<file path="config.mk">
export PLATFORM = sky130hd
export DESIGN_NAME = baby_store_spi
export DESIGN_NICKNAME = d
export VERILOG_FILES = /design/src/rtl/baby_store_spi.sv
export SDC_FILE = /design/constraint.sdc
export NUM_CORES = 2
export LEC_CHECK = 0
export CORE_MARGIN = 2
export CORE_UTILIZATION = 49
export CTS_CLUSTER_DIAMETER = 50
export CTS_CLUSTER_SIZE = 40
export DETAILED_ROUTE_END_ITERATION = 8
export MAX_ROUTING_LAYER = met4
export PLACE_DENSITY = 0.66
export SETUP_SLACK_MARGIN = 0.15
export SLEW_MARGIN = 20
export SYNTH_ARGS = -nofsm -noshare
export SYNTH_HDL_FRONTEND = slang
export SYNTH_SLANG_ARGS = --single-unit
</file>
<file path="constraint.sdc">
create_clock -name clk_i -period 5.65 [get_ports clk_i]
set_clock_uncertainty 0.15 [all_clocks]
set_input_delay 0.8475 -clock clk_i [delete_from_list [all_inputs] [get_ports clk_i]]
set_output_delay 0.8475 -clock clk_i [all_outputs]
set_load 0.005 [all_outputs]
</file>
<file path="src/rtl/baby_store_spi.sv">
// ============================================================================
// Module   : baby_store_spi
// Purpose  : Register-file main store (DATA_W x 2^ADDR_W) for the Manchester
//            Baby core, with a mode-0 SPI slave that lets an external host
//            load or dump the store while the core is stalled.
// Ports    : clk_i, rst_ni            - system clock, async active-low reset
//            cpu_we_i/addr_i/data_i   - CPU write port (ignored while halted)
//            cpu_data_o               - registered CPU read data
//            cpu_halt_o               - high while an SPI frame owns the store
//            spi_sck_i/cs_ni/pico_i   - SPI inputs (asynchronous to clk_i)
//            spi_poci_o               - SPI read data, MSB first
//            frame_err_o              - one-cycle pulse, CS released mid-word
// Revision : 1.0 - initial release
// ============================================================================
`default_nettype none

module baby_store_spi #(
  parameter int DATA_W      = 32,
  parameter int ADDR_W      = 5,
  parameter int SYNC_STAGES = 2
) (
  input  logic              clk_i,
  input  logic              rst_ni,
  input  logic              cpu_we_i,
  input  logic [ADDR_W-1:0] cpu_addr_i,
  input  logic [DATA_W-1:0] cpu_data_i,
  output logic [DATA_W-1:0] cpu_data_o,
  output logic              cpu_halt_o,
  input  logic              spi_sck_i,
  input  logic              spi_cs_ni,
  input  logic              spi_pico_i,
  output logic              spi_poci_o,
  output logic              frame_err_o
);

  localparam int DEPTH = 1 << ADDR_W;
  // Counts command bits (0..7) and data bits (0..DATA_W-1); DATA_W >= 8.
  localparam int CNT_W = $clog2(DATA_W);

  typedef enum logic [1:0] {
    IDLE = 2'd0,
    CMD  = 2'd1,
    WR   = 2'd2,
    RD   = 2'd3
  } state_t;

  state_t state_q, state_d;

  logic [DATA_W-1:0] mem [DEPTH];

  // --------------------------------------------------------------------------
  // Synchronisers and edge detection. CS resets high so that a deasserted pad
  // never produces a false CS-fall when reset is released.
  // --------------------------------------------------------------------------
  logic [SYNC_STAGES-1:0] sck_sync, cs_sync, pico_sync;
  logic                   sck_prev, cs_prev;

  always_ff @(posedge clk_i or negedge rst_ni) begin
    if (!rst_ni) begin
      sck_sync  <= '0;
      cs_sync   <= '1;
      pico_sync <= '0;
      sck_prev  <= 1'b0;
      cs_prev   <= 1'b1;
    end else begin
      sck_sync  <= {sck_sync[SYNC_STAGES-2:0], spi_sck_i};
      cs_sync   <= {cs_sync[SYNC_STAGES-2:0], spi_cs_ni};
      pico_sync <= {pico_sync[SYNC_STAGES-2:0], spi_pico_i};
      sck_prev  <= sck_sync[SYNC_STAGES-1];
      cs_prev   <= cs_sync[SYNC_STAGES-1];
    end
  end

  logic sck_s, cs_s, pico_s;
  logic sck_rise, sck_fall, cs_rise, cs_fall;

  assign sck_s    = sck_sync[SYNC_STAGES-1];
  assign cs_s     = cs_sync[SYNC_STAGES-1];
  assign pico_s   = pico_sync[SYNC_STAGES-1];
  assign sck_rise = sck_s & ~sck_prev;
  assign sck_fall = ~sck_s & sck_prev;
  assign cs_rise  = cs_s & ~cs_prev;
  assign cs_fall  = ~cs_s & cs_prev;

  // --------------------------------------------------------------------------
  // Datapath wires
  // --------------------------------------------------------------------------
  logic [CNT_W-1:0]  bit_cnt;
  logic [6:0]        cmd_q;
  logic [ADDR_W-1:0] addr_q;
  logic [DATA_W-1:0] shift_q;
  logic              poci_q;

  logic [7:0]        cmd_byte;
  logic [ADDR_W-1:0] start_addr;
  logic [ADDR_W-1:0] addr_next;
  logic [DATA_W-1:0] shift_in;
  logic              last_bit;

  // Command byte as it will look once the current SCK-rise bit is taken.
  assign cmd_byte   = {cmd_q, pico_s};
  assign start_addr = cmd_byte[ADDR_W-1:0];
  assign addr_next  = addr_q + ADDR_W'(1);   // natural wrap mod 2^ADDR_W
  assign shift_in   = {shift_q[DATA_W-2:0], pico_s};
  assign last_bit   = (bit_cnt == CNT_W'(DATA_W - 1));

  // --------------------------------------------------------------------------
  // FSM
  // --------------------------------------------------------------------------
  logic cmd_done, word_done, frame_err_d;

  always_ff @(posedge clk_i or negedge rst_ni) begin
    if (!rst_ni) state_q <= IDLE;
    else         state_q <= state_d;
  end

  always_comb begin
    state_d     = state_q;
    cmd_done    = 1'b0;
    word_done   = 1'b0;
    frame_err_d = 1'b0;
    case (state_q)
      IDLE: begin
        if (cs_fall) state_d = CMD;
      end
      CMD: begin
        if (cs_rise) begin
          state_d     = IDLE;
          // A select pulse with no clocks at all is not an error.
          frame_err_d = (bit_cnt != '0);
        end else if (sck_rise && bit_cnt == CNT_W'(7)) begin
          cmd_done = 1'b1;
          state_d  = cmd_byte[7] ? WR : RD;
        end
      end
      WR, RD: begin
        if (cs_rise) begin
          state_d     = IDLE;
          frame_err_d = (bit_cnt != '0);
        end else if (sck_rise && last_bit) begin
          word_done = 1'b1;
        end
      end
      default: state_d = IDLE;
    endcase
  end

  // --------------------------------------------------------------------------
  // SPI shift / count / address registers
  // --------------------------------------------------------------------------
  always_ff @(posedge clk_i or negedge rst_ni) begin
    if (!rst_ni) begin
      bit_cnt     <= '0;
      cmd_q       <= '0;
      addr_q      <= '0;
      shift_q     <= '0;
      poci_q      <= 1'b0;
      frame_err_o <= 1'b0;
    end else begin
      frame_err_o <= frame_err_d;
      case (state_q)
        IDLE: begin
          bit_cnt <= '0;
          cmd_q   <= '0;
          poci_q  <= 1'b0;
        end
        CMD: begin
          if (sck_rise && !cs_rise) begin
            cmd_q <= cmd_byte[6:0];
            if (cmd_done) begin
              bit_cnt <= '0;
              addr_q  <= start_addr;
              // Preload for a read; a write simply shifts over it.
              shift_q <= mem[start_addr];
            end else begin
              bit_cnt <= bit_cnt + CNT_W'(1);
            end
          end
        end
        WR: begin
          if (sck_rise && !cs_rise) begin
            shift_q <= shift_in;
            if (word_done) begin
              bit_cnt <= '0;
              addr_q  <= addr_next;
            end else begin
              bit_cnt <= bit_cnt + CNT_W'(1);
            end
          end
        end
        RD: begin
          if (!cs_rise) begin
            // Mode 0: present the next bit on the falling edge.
            if (sck_fall) begin
              poci_q  <= shift_q[DATA_W-1];
              shift_q <= {shift_q[DATA_W-2:0], 1'b0};
            end
            if (sck_rise) begin
              if (word_done) begin
                bit_cnt <= '0;
                addr_q  <= addr_next;
                shift_q <= mem[addr_next];
              end else begin
                bit_cnt <= bit_cnt + CNT_W'(1);
              end
            end
          end
        end
        default: ;
      endcase
    end
  end

  // --------------------------------------------------------------------------
  // Store: SPI owns it while halted, the CPU otherwise.
  // --------------------------------------------------------------------------
  always_ff @(posedge clk_i or negedge rst_ni) begin
    if (!rst_ni) begin
      for (int i = 0; i < DEPTH; i++) mem[i] <= '0;
    end else if (state_q == WR && word_done) begin
      mem[addr_q] <= shift_in;
    end else if (state_q == IDLE && cpu_we_i) begin
      mem[cpu_addr_i] <= cpu_data_i;
    end
  end

  // Registered read returns pre-write contents on a same-address write.
  always_ff @(posedge clk_i or negedge rst_ni) begin
    if (!rst_ni) cpu_data_o <= '0;
    else         cpu_data_o <= mem[cpu_addr_i];
  end

  assign cpu_halt_o = (state_q != IDLE);
  assign spi_poci_o = (state_q == RD) & poci_q;

endmodule

`default_nettype wire
</file>
# Word level (Yosys, flattened, before mapping)
# Cells that the tools add are included.
[totals] out_inout_bits=35 ff_bits=1117 inputBits=43 wordCells=161 n_memories=0 rom_bits=0 mem_bits_rw=0 latchBits=0
[classes] shift=0 n_bitwise=13 n_lt_le_gt_ge=6 n_div=0 muxes=58 n_reduce_logical=23 eq_ne=14 n_addsub=2 mul=0
[op_table] cell="bitwise mux 1024 bit" count=2
[op_table] cell="two-way mux 1024 bit" count=2
[op_table] cell="binary-select mux 32 bit (select 5 bit)" count=3
[op_table] cell="two-way mux 32 bit" count=15
[op_table] cell="demux 32 bit (select 5 bit)" count=2
[op_table] cell="one-hot mux 32 bit (3 select lines)" count=1
[op_table] cell="two-way mux 5 bit" count=12
[op_table] cell=">= comparator 6 bit, second input constant" count=4
[op_table] cell="inverter 5 -> 6 bit" count=4
[op_table] cell="one-hot mux 5 bit (4 select lines)" count=1
[op_table] cell="!= test 2 bit, second input constant" count=8
[op_table] cell="one-hot mux 5 bit (3 select lines)" count=1
[op_table] cell="one-hot mux 7 bit (2 select lines)" count=1
[op_table] cell="< comparator 6 x 1 -> 1 bit, second input constant" count=2
[op_table] cell="two-way mux 1 bit" count=11
[op_table] cell="adder 5 x 1 -> 5 bit, second input constant" count=2
[op_table] cell="two-way mux 2 bit" count=4
[op_table] cell="nonzero test 2 bit" count=4
[op_table] cell="logical AND 1 bit" count=7
[op_table] cell="two-way mux 7 bit" count=1
[op_table] cell="one-hot mux 2 bit (3 select lines)" count=1
[op_table] cell="AND reduction 3 bit" count=2
[op_table] cell="AND reduction 6 bit" count=1
[op_table] cell="bitwise AND 1 bit" count=5
[op_table] cell="other kinds (16)" count=20

# Depth between registers and ports, before layout
[logic_depth] ltp_word=10 depth_mapped=14 mapped_depth_nobuf=8

# Least setup slack after synthesis
# OpenSTA, ideal clock, no wires.
[synth_path] path_kind="register to register" startpoint="reg addr_q[0]" endpoint="reg shift_q[21]" setup_ns=0.129 t_required_ns=5.371 synth_period_minus_slack_ns=3.373 arrival_time_ns=3.094 slack_ns=2.277 n_path_buf=7 path_stages_with_launch=15 path_cell_list="dfrtp_1 > buf_2 > inv_1 > clkbuf_1 > ha_1 > buf_2 > buf_2 > buf_4 > buf_4 > buf_2 > mux4_2 > nand2_1 > nand3_1 > nand3_1 > o21ai_0"
[synth_between] elab_chain_cells=9
[synth_rtl] element="start, declared" line_no="90" source="logic [ADDR_W-1:0] addr_q;"
[synth_rtl] element="start signal, assigned" line_no="172" source="addr_q <= start_addr;"
[synth_rtl] element="start signal, assigned" line_no="185" source="addr_q <= addr_next;"
[synth_rtl] element="start signal, assigned" line_no="201" source="addr_q <= addr_next;"
[synth_rtl] element="adder 5 x 1 -> 5 bit" line_no="103" source="assign addr_next = addr_q + ADDR_W'(1);"
[synth_rtl] element="inverter 5 -> 6 bit (implied by the code)" line_no="202" source="shift_q <= mem[addr_next];"
[synth_rtl] element="binary-select mux 32 bit (select 5 bit)" line_no="202"
[synth_rtl] element="two-way mux 32 bit (implied by the code) (2 in a row)" line_no="202"
[synth_rtl] element="two-way mux 32 bit" line_no="199" source="if (word_done) begin"
[synth_rtl] element="two-way mux 32 bit" line_no="198" source="if (sck_rise) begin"
[synth_rtl] element="two-way mux 32 bit" line_no="192" source="if (!cs_rise) begin"
[synth_rtl] element="one-hot mux 32 bit (3 select lines)" line_no="161" source="case (state_q)"
[synth_rtl] element="end signal, assigned" line_no="174" source="shift_q <= mem[start_addr];"
[synth_rtl] element="end signal, assigned" line_no="196" source="shift_q <= {shift_q[DATA_W-2:0], 1'b0};"
[synth_rtl] element="end signal, assigned" line_no="202"
[synth_rtl] element="end, declared" line_no="91" source="logic [DATA_W-1:0] shift_q;"
# Every way passes these cells. The select of a mux whose other input is x is not followed.
# A chain may end at the register's enable or synchronous reset.

# Worst setup path in the final report
[layout_path] startpoint="reg addr_q[0]" endpoint="reg shift_q[22]"
# Same word-level chain as after synthesis.

==> run metrics <==
status=completed; die area=156000 um^2; CP top delay family=compound AO/OA/AOI/OAI gates; Clk Latency, worst-skew pair=0.84 ns; Initial DRC Count=11700; Rel. slew slack=0.141; placed wire-length estimate=slightly below 200 mm; number of global-route vias before repair=between 60000 and 70000; worst vdd ir=0.000342 V; Critical Path Max Stage Delay=1.03 ns; CORE AREA=152000 um^2; Top-Level Pins=78; Netlist cell types=a little under 70; clock slew seen by the registers of the worst setup and hold paths=0.06 ns; routed wire length=approximately 350 mm; setup_tns=0 ns; Die X=between 300 and 400 um; Tot Pwr=0.0266 W; RSZ-0062 raised after global routing=no; sequential cell area=28000 um^2; worst path arrival time=5.19 ns; sequential fraction of the synthesis area=0.374; CTS H-tree lvls=4; initial antenna violation count=21; RePlAce Congestion=0.975; largest net degree at the start of global routing=148; Synth warnings=0; post-synthesis async set-or-reset flop share=1.00; syn_area_per_cell=12.1 um^2; top post-synthesis cells by area=dfrtp_1 (37%), mux4_2 (20%), mux2_2 (15%); Total GRT Usage=0.463; CTS sink cnt=1117; final hold slack=0.206 ns; # placed instances=7728; final setup fails=0; DR pass1 iterations=7; post-CTS sizing=0; slowest CP cell=a311oi_1; Startpoint Class=flop; Root Driver=clkbuf_16; Setup crit end kind=flop; main flop type after synthesis=dfrtp_1; sw power=0.00816 W; input/output buffers=77; largest area contributor in the netlist=dfrtp_1; DRC viols=0; share of layout cells above drive strength 1=0.399; Pins Over Slew Limit=0; Mapped Cells=6199; #FFs+latches synth=1117; final std cells w/o fill=roughly 8000; power share of the combinational group=0.210; Lkg Pwr=28.3 nW; area delta synth->final=10.6%; CTS buffer count=140; crit path time final=4.63 ns; vias per inst=approximately 8.4; postcts setup bufs=0; sequence of cells on the critical path=inv_1, ha_4, nor2b_4, buf_4, a32oi_1, a311oi_1, a221oi_1, o22a_1; top cell type's share of synthesized area=0.373; CTS tree=done; Die Y=395 um; total congestion overflow=0; Mapped Area=74700 um^2; max cap viols=0; Wirelength per Cell=44.2 um; Final Core Density=0.545; via count=67400; final hold viol count=0; DRT antenna net count=0; internal cell power=0.0184 W; P per Cell Area=around 320 nW/um^2; sw frac=0.307; Tcrit/Tclk final=0.820; global-route wire length before repair=499 mm; Max Clock Freq=between 200 and 250 MHz; number of synthesized flops with an enable pin=0; Longest Clk Path Bufs=3; Worst Hold Class=reg -> reg; Seq pwr share=0.430; Crit Path Class=reg -> reg; syn_nets=6249; area of the multi-input gates=43900 um^2; WP data required=6.21 ns; slew of the pin with the lowest slew margin=between 1 and 1.5 ns; CP bufs+invs=2; standard-cell rows=143; CP Max Fanout=36; initial core utilization=0.492; filler cell count in the final layout=12900; Clock power frac=0.360; nets=approximately 5900
cells in the final DEF, fill, tap and decap left out, types with 42 or more instances in the layout:
cell type and instances:
mux2i_1 235, buf_12 42, a22oi_1 234, nand2_1 372, clkbuf_16 147, mux4_2 674
a32oi_1 48, nor2_1 44, nand3_1 102, clkdlybuf4s50_1 74, dfrtp_1 1109, mux2_2 983
buf_4 206, nand2_2 110, o22ai_1 993
power groups by stage:
| stage | combinational [W] | sequential [W] | clock [W] |
|---|---|---|---|
| 2_1_floorplan | 0.00418 | 0.0108 | 0 |
| 3_3_place_gp | 0.00531 | 0.0113 | 0 |
| 3_5_place_dp | 0.00543 | 0.0115 | 0 |
| 4_1_cts | 0.00546 | 0.0113 | 0.00952 |
| 5_1_grt | 0.00584 | 0.0116 | 0.00986 |
| 6_report | 0.00559 | 0.0114 | 0.00956 |
cell type report:
type                            instances  share of cell area
Multi-Input combinational cell       4246               0.532
Sequential cell                      1117               0.339
Inverter                                9            0.000409
Tap cell                             2030              0.0307
Clock buffer                          163              0.0460
Clock inverter                         91              0.0122
Antenna cell                           33            0.000999
Timing Repair Buffer                  330              0.0394
flip-flops by register name, indices dropped and copies added, names as in the netlist:
name	count
sck_sync	2
state_q	2
poci_q	1
sck_prev	1
pico_sync	2
frame_err_o	1
mem	1024
shift_q	32
cmd_q	7
bit_cnt	5
cs_prev	1
addr_q	5
cpu_data_o	32
cs_sync	2
stage by stage:
stage          setup slack, ns  cell area (um^2)
2_1_floorplan             2.28             74700
3_3_place_gp              1.18             77500
3_5_place_dp              1.16             77600
4_1_cts                   1.52             82400
5_1_grt                   1.11             82600
6_report                  1.02             82600
what timing repair did:
item                                    CTS  global route
hold endpoints to repair                 66             0
endpoints found under the setup margin    0             0
hold buffers                              1             0
routing by layer:
layer	wire length [um]	vias up	track usage	part of all wire
met4	37200	0	0.377	0.11
met5	0	-	-	0
met2	139000	6968	0.588	0.39
met1	114000	33900	0.535	0.32
met3	64200	2281	0.246	0.18
li1	-	24300	-	-
Yosys cell counts, drive strengths merged (6+ instances only):
cell type	n
a21boi	22
o22ai	1004
nand2	482
nor3	11
mux2	1028
nand3	103
inv	8
a311oi	23
nor3b	6
buf	261
a21oi	19
a22o	36
o2111ai	7
a22oi	234
a41oi	25
ha	7
and3	9
and2	11
a32oi	48
a211o	24
nand4	36
clkbuf	566
o22a	42
dfrtp	1114
a221oi	29
a31oi	7
nor2	51
nor2b	10
mux2i	235
mux4	674
o21ai	21
cells by family (layout without fill, tap and decap cells):
kind of cell / count (synthesis) / count (layout) / synth area share
AOI/OAI and AO/OA: 1561 / 1561 / 0.144
xor gates and xnor gates: 7 / 7 / 0.000820
adders and majority gates: 7 / 7 / 0.00117
buffers and inverters: 836 / 593 / 0.0465
DFF: 1117 / 1117 / 0.374
muxes: 1937 / 1937 / 0.391
other: 0 / 33 / 0
and+or+nand+nor: 734 / 734 / 0.0426
final timing paths:
| kind | startpoint | to | slack [ns] | depth (start not counted) |
|---|---|---|---|---|
| max in group asynchronous | rst_ni | mem[521] | 3.31 | 3 |
| max | addr_q[0] | shift_q[22] | 1.02 | 8 |
| min reg2reg | pico_sync[0] | pico_sync[1] | 0.21 | 0 |
| min in group asynchronous | rst_ni | mem[64] | 0.48 | 2 |
| max reg2reg | addr_q[0] | shift_q[22] | 1.02 | 8 |
| min | pico_sync[0] | pico_sync[1] | 0.21 | 0 |
Power figures use the tool's default switching activity.
